--- config.mk ---
export PLATFORM = sky130hd
export DESIGN_NAME = flasher_ctrl_flat
export DESIGN_NICKNAME = d
export VERILOG_FILES = /design/src/rtl/flasher_if.sv /design/src/rtl/flasher_ctrl.sv /design/src/flat_wrapper.sv
export SDC_FILE = /design/constraint.sdc
export NUM_CORES = 1
export LEC_CHECK = 0
export BUFFER_PORTS_ARGS = -buffer_cell sky130_fd_sc_hd__buf_4
export CAP_MARGIN = 10
export CORE_ASPECT_RATIO = 1.1
export CORE_UTILIZATION = 40
export CTS_CLUSTER_DIAMETER = 100
export DETAILED_ROUTE_END_ITERATION = 7
export GPL_TIMING_DRIVEN = 1
export PLACE_DENSITY = 0.55
export SLEW_MARGIN = 20
export SYNTH_ARGS = -nofsm -noshare
export SYNTH_HDL_FRONTEND = slang
export SYNTH_SLANG_ARGS = --single-unit
--- constraint.sdc ---
create_clock -name clk -period 5.72 [get_ports clk]
set_input_delay 0.572 -clock clk [delete_from_list [all_inputs] [get_ports clk]]
set_output_delay 0.572 -clock clk [all_outputs]
set_load 0.02 [all_outputs]
--- src/rtl/flasher_if.sv ---
// Control/status bundle between the flasher controller and its surroundings.
// The controller is the slave side; the stimulus/datapath side is the master.
interface flasher_if;
  logic        btn;
  logic        stop;
  logic [15:0] led_in;
  logic        tick;
  logic        flick;
  logic        busy;
  logic        fault;
  logic [7:0]  run_cnt;

  modport slave (
    input  btn, stop, led_in,
    output tick, flick, busy, fault, run_cnt
  );

  modport master (
    output btn, stop, led_in,
    input  tick, flick, busy, fault, run_cnt
  );
endinterface

--- src/rtl/flasher_ctrl.sv ---
// Flasher run controller: debounced flick button, tick prescaler, run watchdog
// and a saturating count of completed runs.
module flasher_ctrl #(
  parameter int unsigned DIV       = 25000000,
  parameter int unsigned DEB       = 16,
  parameter int unsigned MAX_TICKS = 64
) (
  input  logic      clk,
  input  logic      reset,
  flasher_if.slave  bus
);

  localparam int unsigned PW = (DIV > 1) ? $clog2(DIV) : 1;
  localparam int unsigned DW = $clog2(DEB + 1);
  localparam int unsigned TW = $clog2(MAX_TICKS + 1);

  typedef enum logic [1:0] {StIdle, StRun, StDone, StFault} state_e;

  logic          sync1_q, sync2_q;
  logic          db_q, db_prev_q;
  logic [DW-1:0] deb_cnt_q;

  state_e        state_q;
  logic [PW-1:0] presc_q;
  logic [TW-1:0] ticks_q;
  logic          tick_q, flick_q, busy_q, fault_q;
  logic [7:0]    run_cnt_q;

  logic press, led_full, last_tick;

  assign press     = db_q & ~db_prev_q;
  assign led_full  = (bus.led_in == 16'hFFFF);
  assign last_tick = (ticks_q == TW'(MAX_TICKS - 1));

  // Synchronizer and debouncer: a level is accepted after DEB consecutive differing samples.
  always_ff @(posedge clk) begin
    if (!reset) begin
      sync1_q   <= 1'b0;
      sync2_q   <= 1'b0;
      db_q      <= 1'b0;
      db_prev_q <= 1'b0;
      deb_cnt_q <= '0;
    end else begin
      sync1_q   <= bus.btn;
      sync2_q   <= sync1_q;
      db_prev_q <= db_q;
      if (sync2_q == db_q) begin
        deb_cnt_q <= '0;
      end else if (deb_cnt_q == DW'(DEB - 1)) begin
        db_q      <= sync2_q;
        deb_cnt_q <= '0;
      end else begin
        deb_cnt_q <= deb_cnt_q + 1'b1;
      end
    end
  end

  // tick_q is registered one cycle ahead: it is high exactly when presc_q == DIV-1 in StRun.
  always_ff @(posedge clk) begin
    if (!reset) begin
      state_q   <= StIdle;
      presc_q   <= '0;
      ticks_q   <= '0;
      tick_q    <= 1'b0;
      flick_q   <= 1'b0;
      busy_q    <= 1'b0;
      fault_q   <= 1'b0;
      run_cnt_q <= '0;
    end else begin
      tick_q <= 1'b0;
      unique case (state_q)
        StIdle: begin
          if (!bus.stop && press) begin
            state_q <= StRun;
            presc_q <= '0;
            ticks_q <= '0;
            flick_q <= 1'b1;
            busy_q  <= 1'b1;
          end
        end
        StRun: begin
          if (bus.stop) begin
            state_q <= StIdle;
            presc_q <= '0;
            flick_q <= 1'b0;
            busy_q  <= 1'b0;
          end else if (tick_q && led_full) begin
            state_q <= StDone;
            presc_q <= '0;
            flick_q <= 1'b0;
          end else if (tick_q && last_tick) begin
            state_q <= StFault;
            presc_q <= '0;
            flick_q <= 1'b0;
            busy_q  <= 1'b0;
            fault_q <= 1'b1;
          end else begin
            flick_q <= press | (flick_q & ~tick_q);
            if (tick_q) begin
              presc_q <= '0;
              ticks_q <= ticks_q + 1'b1;
            end else begin
              presc_q <= presc_q + 1'b1;
            end
            tick_q <= (presc_q == PW'(DIV - 2));
          end
        end
        StDone: begin
          state_q <= StIdle;
          busy_q  <= 1'b0;
          if (!bus.stop && run_cnt_q != 8'hFF) begin
            run_cnt_q <= run_cnt_q + 1'b1;
          end
        end
        StFault: begin
          if (bus.stop) begin
            state_q <= StIdle;
            fault_q <= 1'b0;
          end else if (press) begin
            state_q <= StRun;
            presc_q <= '0;
            ticks_q <= '0;
            busy_q  <= 1'b1;
            fault_q <= 1'b0;
          end
        end
        default: state_q <= StIdle;
      endcase
    end
  end

  assign bus.tick    = tick_q;
  assign bus.flick   = flick_q;
  assign bus.busy    = busy_q;
  assign bus.fault   = fault_q;
  assign bus.run_cnt = run_cnt_q;

endmodule

--- src/flat_wrapper.sv ---
// flat-port wrapper written by rule: the top's interface ports become plain ports
module flasher_ctrl_flat 
#(
  parameter int unsigned DIV       = 25000000,
  parameter int unsigned DEB       = 16,
  parameter int unsigned MAX_TICKS = 64
)
  (clk, reset, bus_btn, bus_stop, bus_led_in, bus_tick, bus_flick, bus_busy, bus_fault, bus_run_cnt);
  flasher_if bus_i ();
  input  logic clk;
  input  logic reset;
  input wire logic [$bits(bus_i.btn)-1:0] bus_btn;
  input wire logic [$bits(bus_i.stop)-1:0] bus_stop;
  input wire logic [$bits(bus_i.led_in)-1:0] bus_led_in;
  output wire logic [$bits(bus_i.tick)-1:0] bus_tick;
  output wire logic [$bits(bus_i.flick)-1:0] bus_flick;
  output wire logic [$bits(bus_i.busy)-1:0] bus_busy;
  output wire logic [$bits(bus_i.fault)-1:0] bus_fault;
  output wire logic [$bits(bus_i.run_cnt)-1:0] bus_run_cnt;
  assign bus_i.btn = bus_btn;
  assign bus_i.stop = bus_stop;
  assign bus_i.led_in = bus_led_in;
  assign bus_tick = bus_i.tick;
  assign bus_flick = bus_i.flick;
  assign bus_busy = bus_i.busy;
  assign bus_fault = bus_i.fault;
  assign bus_run_cnt = bus_i.run_cnt;
  flasher_ctrl #(.DIV(DIV), .DEB(DEB), .MAX_TICKS(MAX_TICKS)) u_core (.clk(clk), .reset(reset), .bus(bus_i));
endmodule
==> flow_summary.toml, run 1 <==
[clock_tree]
cts_tree = "yes"
clockBufferDepth = 2
hold_buffers = 0
clkSinkCount = 55
cts_setup_buffers = 0
cts_resized = 0
insertion_delay_ns = 0.31
clkTransAtPathRegs_ns = 0.10
root_buffer = "clkbuf_8"
cts_buffers = 5
htreeDepth = 2

[synthesis]
avgSynthCellArea_sq_um = 8.53
synth_nets = 360
yosysUniqueCellTypes = 49
synthFlopType = "dfxtp_1"
synth_edf_count = 0
synth_async_sr_flop_share = 0
ys_warn_count = 0
ys_ff_latch = 55
syn_inst = 329
ys_seq_area_frac = 0.392
synth.cell_area_sq_um = 2810

[sta]
slew_violations = 0
hold_viol_final = 0
rsz0062_at_grt = "false"
tightest_slew_ns = 0.489
period_share = 0.429
slew_headroom = 0.674
period_minus_slack_ns = 2.45
fin_skew_ns = 0.00346
setup_violations = 0
fmax_mhz = 407
worst_slack_ns = 3.27
setup_tns_ns = 0

[worst_setup_path]
rr_worst_depth = 7
critPathLaunchType = "flop"
cp_cell_sequence = "inv_1 > ha_1 > mux2i_1 > buf_4 > or4_4 > or4_1 > a21oi_1"
end_kind = "flop"
critPathSlowestCell = "or4_4"
worstSetupPathType = "flop to flop"
r2r-start = "u_core.state_q[1]"
reg2reg_to = "u_core.ticks_q[5]"
worstPathRequired_ns = 5.97
worstSetupEndpoint = "u_core.ticks_q[5]"
critPathLaunch = "u_core.state_q[1]"
crit_arrival_ns = 2.71
r2r_slack_ns = 3.27
critPathMaxFanout = 14
critPathMaxStageDelay_ns = 0.55

[final_layout]
n_antenna_cell = 0
utilization = 0.480
layout_common_cells = "dfxtp_1 (55), nor2_1 (35), buf_4 (33), nand2_1 (30), nand4_1 (17)"
areaGrowthSynthToFinish_pct = 14.0
layout-drive-gt1-share = 0.131
final_common_cell = "dfxtp_1"
design_area_sq_um = 3200
fin_nets = 388

[placed_design]
portBuffers = 31
dp_hpwl_um = 4510
place_ws_ns = 3.26
dpl_cell_area_sq_um = 3110
gp_congestion = 0.841

[global_routing]
overflow = 0
antenna_found_initial = 0
grt_use_total = 0.176
grt_pass1_wl_um = 10200
grt_start_max_net_pins = 25
first_global_vias = 2214

[floorplanning]
initial_core_util = 0.421
die_h_um = 89.9
dieArea_sq_um = 7360
rows = 31
core_sq_um = 6670
die_w_um = 81.9
io_pins = 32

[routing]
routed_wl_um = 6250
vias = 2460
routedWlPerCell_um = 14.2
via_per_inst = 5.59
drc = 0
postRouteAntennaNets = 0
drt-pass1-iter-count = 4
drt-initial-drc-count = 115

[hold_path]
hp-class = "flop to flop"

[run]
cap_viol_max_count = 0

[run_status]
status = "finished clean"

[power_and_ir_drop]
total_power_uw = 706
p_leak_uw = 0.00115
power_density_nw_per_um2 = 220
peakVddDrop_mv = 0.0995
power by group:
part | switching [uW] | total, uW | internal [uW]
clock | 137 | 224 | 87.9
sequential | 3.98 | 392 | 388
combinational | 54.9 | 89.6 | 34.7
total | 195 | 706 | 511
area by class of cell:
type,count,area [sq um]
clock buffers,5,68.8
clock inverters,3,25.0
fillers,693,3470
inverters,9,33.8
multi-input cells,253,1620
flip-flops and latches,55,1100
well taps,82,103
repair buffers,33,248
per-layer routing:
metal	share of wire	GRT usage
met1	0.50	0.249
met2	0.47	0.267
met3	0.024	0.0274
met4	0.0093	0.0614
met5	0	0
worst max-delay path, delay by kind of cell (launching register included):
family / cells / cell delay, ns
compound gates: 1 / 0.15
mux: 1 / 0.14
fa+ha+maj: 1 / 0.47
buf+inv: 2 / 0.33
flops: 1 / 0.34
simple gates: 2 / 0.96
kinds of logic after synthesis:
logic type / Yosys count / share of synthesized area
compound gates: 45 / 0.103
xor+xnor: 25 / 0.0780
fa+ha+maj: 11 / 0.0490
buf+inv: 21 / 0.0299
flops: 55 / 0.392
mux: 7 / 0.0258
simple gates: 165 / 0.322
stage by stage:
step,hold WS (ns),std cells
floorplan,0.412,329
global placement,0.423,432
detailed placement,0.425,432
CTS,0.448,440
global route,0.446,440
finish,0.444,440
synthesized netlist by cell type, drive strengths merged (3+ instances only):
library cell / count / area, sq um
mux2i: 5 / 50.1
and3: 8 / 50.1
and2: 8 / 50.1
xnor2: 14 / 123
or4: 7 / 56.3
and4: 4 / 35.0
xor2: 11 / 96.3
a311oi: 3 / 26.3
nand4b: 3 / 26.3
nor4: 7 / 43.8
nand2b: 3 / 18.8
o211ai: 3 / 22.5
nor2: 36 / 138
or3: 9 / 56.3
ha: 11 / 138
dfxtp: 55 / 1100
nor3: 7 / 35.0
nand3: 13 / 65.1
clkbuf: 10 / 37.5
nand4: 17 / 106
inv: 9 / 33.8
o21ai: 13 / 65.1
nor4b: 3 / 26.3
a21oi: 12 / 60.1
nor2b: 5 / 31.3
nand2: 30 / 113
state kept, by name, indices dropped and copies added (netlist names):
name,cells
u_core.bus.busy,1
u_core.sync2_q,1
u_core.bus.tick,1
u_core.deb_cnt_q,5
u_core.presc_q,25
u_core.ticks_q,7
u_core.bus.flick,1
u_core.bus.run_cnt,8
u_core.bus.fault,1
u_core.db_prev_q,1
u_core.db_q,1
u_core.sync1_q,1
u_core.state_q,2
how the worst min path moves through the flow:
stage | start | end | depth (start not counted)
after global routing | bus_btn | u_core.sync1_q | 2
final | u_core.sync1_q | u_core.sync2_q | 1
after detailed placement | u_core.sync1_q | u_core.sync2_q | 1
after global placement | u_core.sync1_q | u_core.sync2_q | 1
after CTS | bus_btn | u_core.sync1_q | 2
after floorplan | u_core.sync1_q | u_core.sync2_q | 1
Power figures use the tool's default switching activity.
==> run 2, diff against run 1 <==
Settings changed: PLACE_DENSITY 0.55 to 0.57.
Clock period 5.72 ns to 2.1 ns, I/O delays scaled along.
==> run 2 against run 1 <==
  * Flip-flop and latch count stayed put
  * Critical path depth grew 1
  * Hold slack lost 0.34 ns
  * Sequential share of layout area down 1.7 points
  * Combinational power grew to 3.4 times the previous value
  * Clock power grew to 2.8 times the previous value
  * Global-route usage up 0.81 points
  * Critical path type unchanged
  * Largest cell class unchanged
==> flow_summary.toml, run 2 (synthesis gave the netlist of run 1 again) <==
[worst_setup_path]
cp_cell_sequence = "inv_1 > ha_2 > nor2_4 > mux2i_2 > buf_4 > or3_1 > or4_1 > nand2_1"
end_kind = "flop"
worstSetupPathType = "flop to flop"
cp.depth = 8
path_delay_family = "simple AND/OR/NAND/NOR gates"
worstPathRequired_ns = 2.36
critPathBufInv = 2
crit_arrival_ns = 2.30
rr_worst_depth = 8
worstSetupEndpoint = "u_core.presc_q[23]"
critPathMaxStageDelay_ns = 0.49
critPathMaxFanout = 5
critPathLaunch = "u_core.state_q[0]"
r2r-start = "u_core.state_q[0]"
reg2reg_to = "u_core.presc_q[23]"
r2r_slack_ns = 0.07
critPathLaunchType = "flop"
critPathSlowestCell = "or4_1"

[clock_tree]
clkSinkCount = 55
clockBufferDepth = 2
insertion_delay_ns = 0.31
cts_buffers = 5
htreeDepth = 2
clkTransAtPathRegs_ns = 0.10
root_buffer = "clkbuf_8"
cts_setup_buffers = 0
hold_buffers = 0
cts_tree = "yes"

[floorplanning]
core_sq_um = 6670
die_h_um = 89.9
die_w_um = 81.9
dieArea_sq_um = 7360
initial_core_util = 0.421
rows = 31
io_pins = 32

[power_and_ir_drop]
total_power_uw = 1990
p_clk_frac = 0.310
p_switching_uw = 524
cellInternalPower_uw = 1470
p_comb_frac = 0.153
power_density_nw_per_um2 = 591
peakVddDrop_mv = 0.264
p_leak_uw = 0.00126
swShare = 0.263
p_seq_frac = 0.536

[final_layout]
layout_common_cells = "buf_4 (53), dfxtp_1 (53), nor2_1 (35), nand2_1 (30), nand4_1 (17)"
design_area_sq_um = 3370
regMostFlops = "u_core.presc_q"
n_antenna_cell = 0
layout-drive-gt1-share = 0.193
areaGrowthSynthToFinish_pct = 20.1
final_cells = 460
largest_reg_flops = 25
fin_nets = 408
nFillCells = 676

[global_routing]
grt_start_max_net_pins = 21
overflow = 0
antenna_found_initial = 0
grt_pass1_wl_um = 10800
first_global_vias = 2365
grt_use_total = 0.184

[sta]
fin_skew_ns = 0.0106
period_minus_slack_ns = 2.03
fmax_mhz = 492
setup_tns_ns = 0
rsz0062_at_grt = "false"
hold_viol_final = 0
slew_violations = 0
setup_violations = 0
worst_slack_ns = 0.0659
period_share = 0.969
tightest_slew_ns = 0.404
slew_headroom = 0.730

[routing]
via_per_inst = 5.34
drt-initial-drc-count = 162
wl_met2_um = 2870
met1Wirelength_um = 3240
routed_wl_um = 6360
drt-pass1-iter-count = 4
drc = 0
postRouteAntennaNets = 0
route.top_layer_used = "met4"
vias = 2455
routedWlPerCell_um = 13.8
dr_wl_met3_um = 172

[run]
cap_viol_max_count = 0

[hold_path]
hp-class = "input pin to flop"

[placed_design]
place_ws_ns = 0.0141
dpl_cell_area_sq_um = 3260
dp_hpwl_um = 4740
dp_cells = 452
portBuffers = 31
gp_congestion = 0.784

[run_status]
status = "finished clean"
## run 2: through the flow
| step | util | hold slack [ns] |
|---|---|---|
| 6_report | 0.506 | 0.101 |
| 5_1_grt | 0.506 | 0.0968 |
| 4_1_cts | 0.503 | 0.0984 |
| 3_5_place_dp | 0.489 | 0.429 |
| 3_3_place_gp | 0.489 | 0.421 |
| 2_1_floorplan | - | 0.337 |
## run 2: final cells by class
class	count	area [sq um]	share of cell area
clock buffer	7	86.3	0.0256
multi-input combinational	253	1640	0.486
tap	82	103	0.0304
sequential	55	1100	0.327
timing repair buffer	53	398	0.118
clock inverter	1	8.76	0.00260
inverter	9	33.8	0.0100
## run 2: timing repair
item,CTS,global route
resized for setup,1,6
endpoints found under the setup margin,1,10
pin swaps,0,2
gates cloned,0,0
## run 2: power groups by stage
stage	sequential (uW)	combinational (uW)	clock [uW]
4_1_cts	1070	295	636
2_1_floorplan	1100	158	0
3_3_place_gp	1090	292	0
5_1_grt	1070	339	679
6_report	1070	306	618
3_5_place_dp	1090	292	0
## run 2: worst min path at each step
stage	endpoint	slack, ns	start	cells past startpoint
CTS	u_core.sync1_q	0.1	bus_btn	2
global placement	u_core.sync1_q	0.42	bus_btn	2
floorplan	u_core.sync1_q	0.34	bus_btn	1
detailed placement	u_core.sync1_q	0.43	bus_btn	2
global route	u_core.sync1_q	0.1	bus_btn	2
finish	u_core.sync1_q	0.10	bus_btn	2
## run 2: routing by layer
metal | vias to the layer above | GRT usage
met5 | - | 0
met4 | 0 | 0.0585
met3 | 6 | 0.0274
met2 | 28 | 0.284
met1 | 1131 | 0.259
li1 | 1290 | -
==> run 3, diff against run 2 <==
Settings changed: RECOVER_POWER set to 25.
==> run 3 against run 2 <==
  * Critical path type unchanged
  * Register-to-register slack barely moved
  * Via count unchanged
  * Clock power about the same
  * Largest cell class unchanged
  * Sequential power is essentially flat
  * Count of clock-buffer cells in the layout did not move
  * Largest power group unchanged
  * Final area shrank 1.4%
  * Combinational power about the same
==> flow_summary.toml, run 3 (synthesis gave the netlist of run 1 again) <==
[run_status]
status = "finished clean"

[final_layout]
layout_common_cells = "dfxtp_1 (53), buf_4 (40), nor2_1 (35), nand2_1 (30), nand4_1 (17)"
final_common_cell = "dfxtp_1"
design_area_sq_um = 3320
nFillCells = 697
regMostFlops = "u_core.presc_q"
layout-drive-gt1-share = 0.159
n_antenna_cell = 0
areaGrowthSynthToFinish_pct = 18.4
largest_reg_flops = 25
fin_nets = 408

[sta]
fin_skew_ns = 0.0105
tightest_slew_ns = 0.409
hold_viol_final = 0
setup_violations = 0
slew_violations = 0
period_minus_slack_ns = 2.04
rsz0062_at_grt = "false"
setup_tns_ns = 0
slew_headroom = 0.728
period_share = 0.970
fmax_mhz = 491

[placed_design]
portBuffers = 31
gp_congestion = 0.784
dpl_cell_area_sq_um = 3260
dp_hpwl_um = 4740

[worst_setup_path]
r2r_slack_ns = 0.06
path_delay_family = "simple AND/OR/NAND/NOR gates"
reg2reg_to = "u_core.presc_q[23]"
worstSetupPathType = "flop to flop"
rr_worst_depth = 8
critPathMaxFanout = 5
cp_cell_sequence = "inv_1 > ha_2 > nor2_4 > mux2i_2 > buf_4 > or3_1 > or4_1 > nand2_1"
critPathMaxStageDelay_ns = 0.49
critPathLaunchType = "flop"
worstPathRequired_ns = 2.36
r2r-start = "u_core.state_q[0]"
critPathSlowestCell = "or4_1"
cp.depth = 8
end_kind = "flop"
worstSetupEndpoint = "u_core.presc_q[23]"
critPathLaunch = "u_core.state_q[0]"
crit_arrival_ns = 2.30
critPathBufInv = 2

[power_and_ir_drop]
swShare = 0.264
total_power_uw = 1990
p_switching_uw = 526
p_clk_frac = 0.311
p_comb_frac = 0.152
peakVddDrop_mv = 0.264
p_seq_frac = 0.537
power_density_nw_per_um2 = 598
p_leak_uw = 0.00120
cellInternalPower_uw = 1460

[clock_tree]
htreeDepth = 2
insertion_delay_ns = 0.31
root_buffer = "clkbuf_8"
cts_setup_buffers = 0
clkTransAtPathRegs_ns = 0.10
clockBufferDepth = 2
cts_tree = "yes"
clkSinkCount = 55
cts_buffers = 5

[floorplanning]
die_w_um = 81.9
dieArea_sq_um = 7360
io_pins = 32
die_h_um = 89.9
initial_core_util = 0.421
rows = 31
core_sq_um = 6670

[hold_path]
hp-start = "bus_btn"
hp-class = "input pin to flop"

[routing]
drt-pass1-iter-count = 4
routed_wl_um = 6390
drc = 0
vias = 2455
postRouteAntennaNets = 0
drt-initial-drc-count = 156
routedWlPerCell_um = 13.9
via_per_inst = 5.34

[run]
cap_viol_max_count = 0

[global_routing]
grt_start_max_net_pins = 21
grt_pass1_wl_um = 10800
antenna_found_initial = 0
grt_use_total = 0.184
overflow = 0
first_global_vias = 2365
## run 3: what timing repair did
item                       4_1_cts  5_1_grt
pin swaps                        0        2
resized for setup                1        6
hold buffers                     0        0
setup endpoints to repair        1       10
hold endpoints to repair         0        0
cloned                           0        0
## run 3: layer usage
metal / track usage / up-vias / wire, um / part of all wire
met3: 0.0274 / 6 / 177 / 0.028
li1: - / 1285 / - / -
met2: 0.284 / 30 / 2890 / 0.45
met5: 0 / - / 0 / 0
met4: 0.0585 / 0 / 74 / 0.012
met1: 0.259 / 1134 / 3250 / 0.51
## run 3: area by class of cell
type,instances,area (sq um),share of cell area
clock buffer,7,86.3,0.0260
clock inverter,1,8.76,0.00263
inverter,9,33.8,0.0102
multi-input combinational,253,1640,0.493
sequential,55,1100,0.332
tap,82,103,0.0309
timing repair buffer,53,349,0.105
## run 3: through the flow
stage,hold WS [ns],util,cells,setup WS (ns)
CTS,0.0984,0.503,460,0.00463
finish,0.102,0.498,460,0.0640
global placement,0.421,0.489,452,0.0534
floorplan,0.337,-,329,0.0430
global route,0.0968,0.498,460,0.000849
detailed placement,0.429,0.489,452,0.0141
## run 3: power groups by stage
stage	sequential, uW	clock (uW)	combinational, uW
2_1_floorplan	1100	0	158
3_3_place_gp	1090	0	292
3_5_place_dp	1090	0	292
4_1_cts	1070	636	295
5_1_grt	1070	679	335
6_report	1070	618	303
## run 3: how the worst min path moves through the flow
stage | slack (ns) | end | cells after the start
floorplan | 0.34 | u_core.sync1_q | 1
global placement | 0.42 | u_core.sync1_q | 2
detailed placement | 0.43 | u_core.sync1_q | 2
CTS | 0.1 | u_core.sync1_q | 2
global route | 0.1 | u_core.sync1_q | 2
finish | 0.10 | u_core.sync1_q | 2
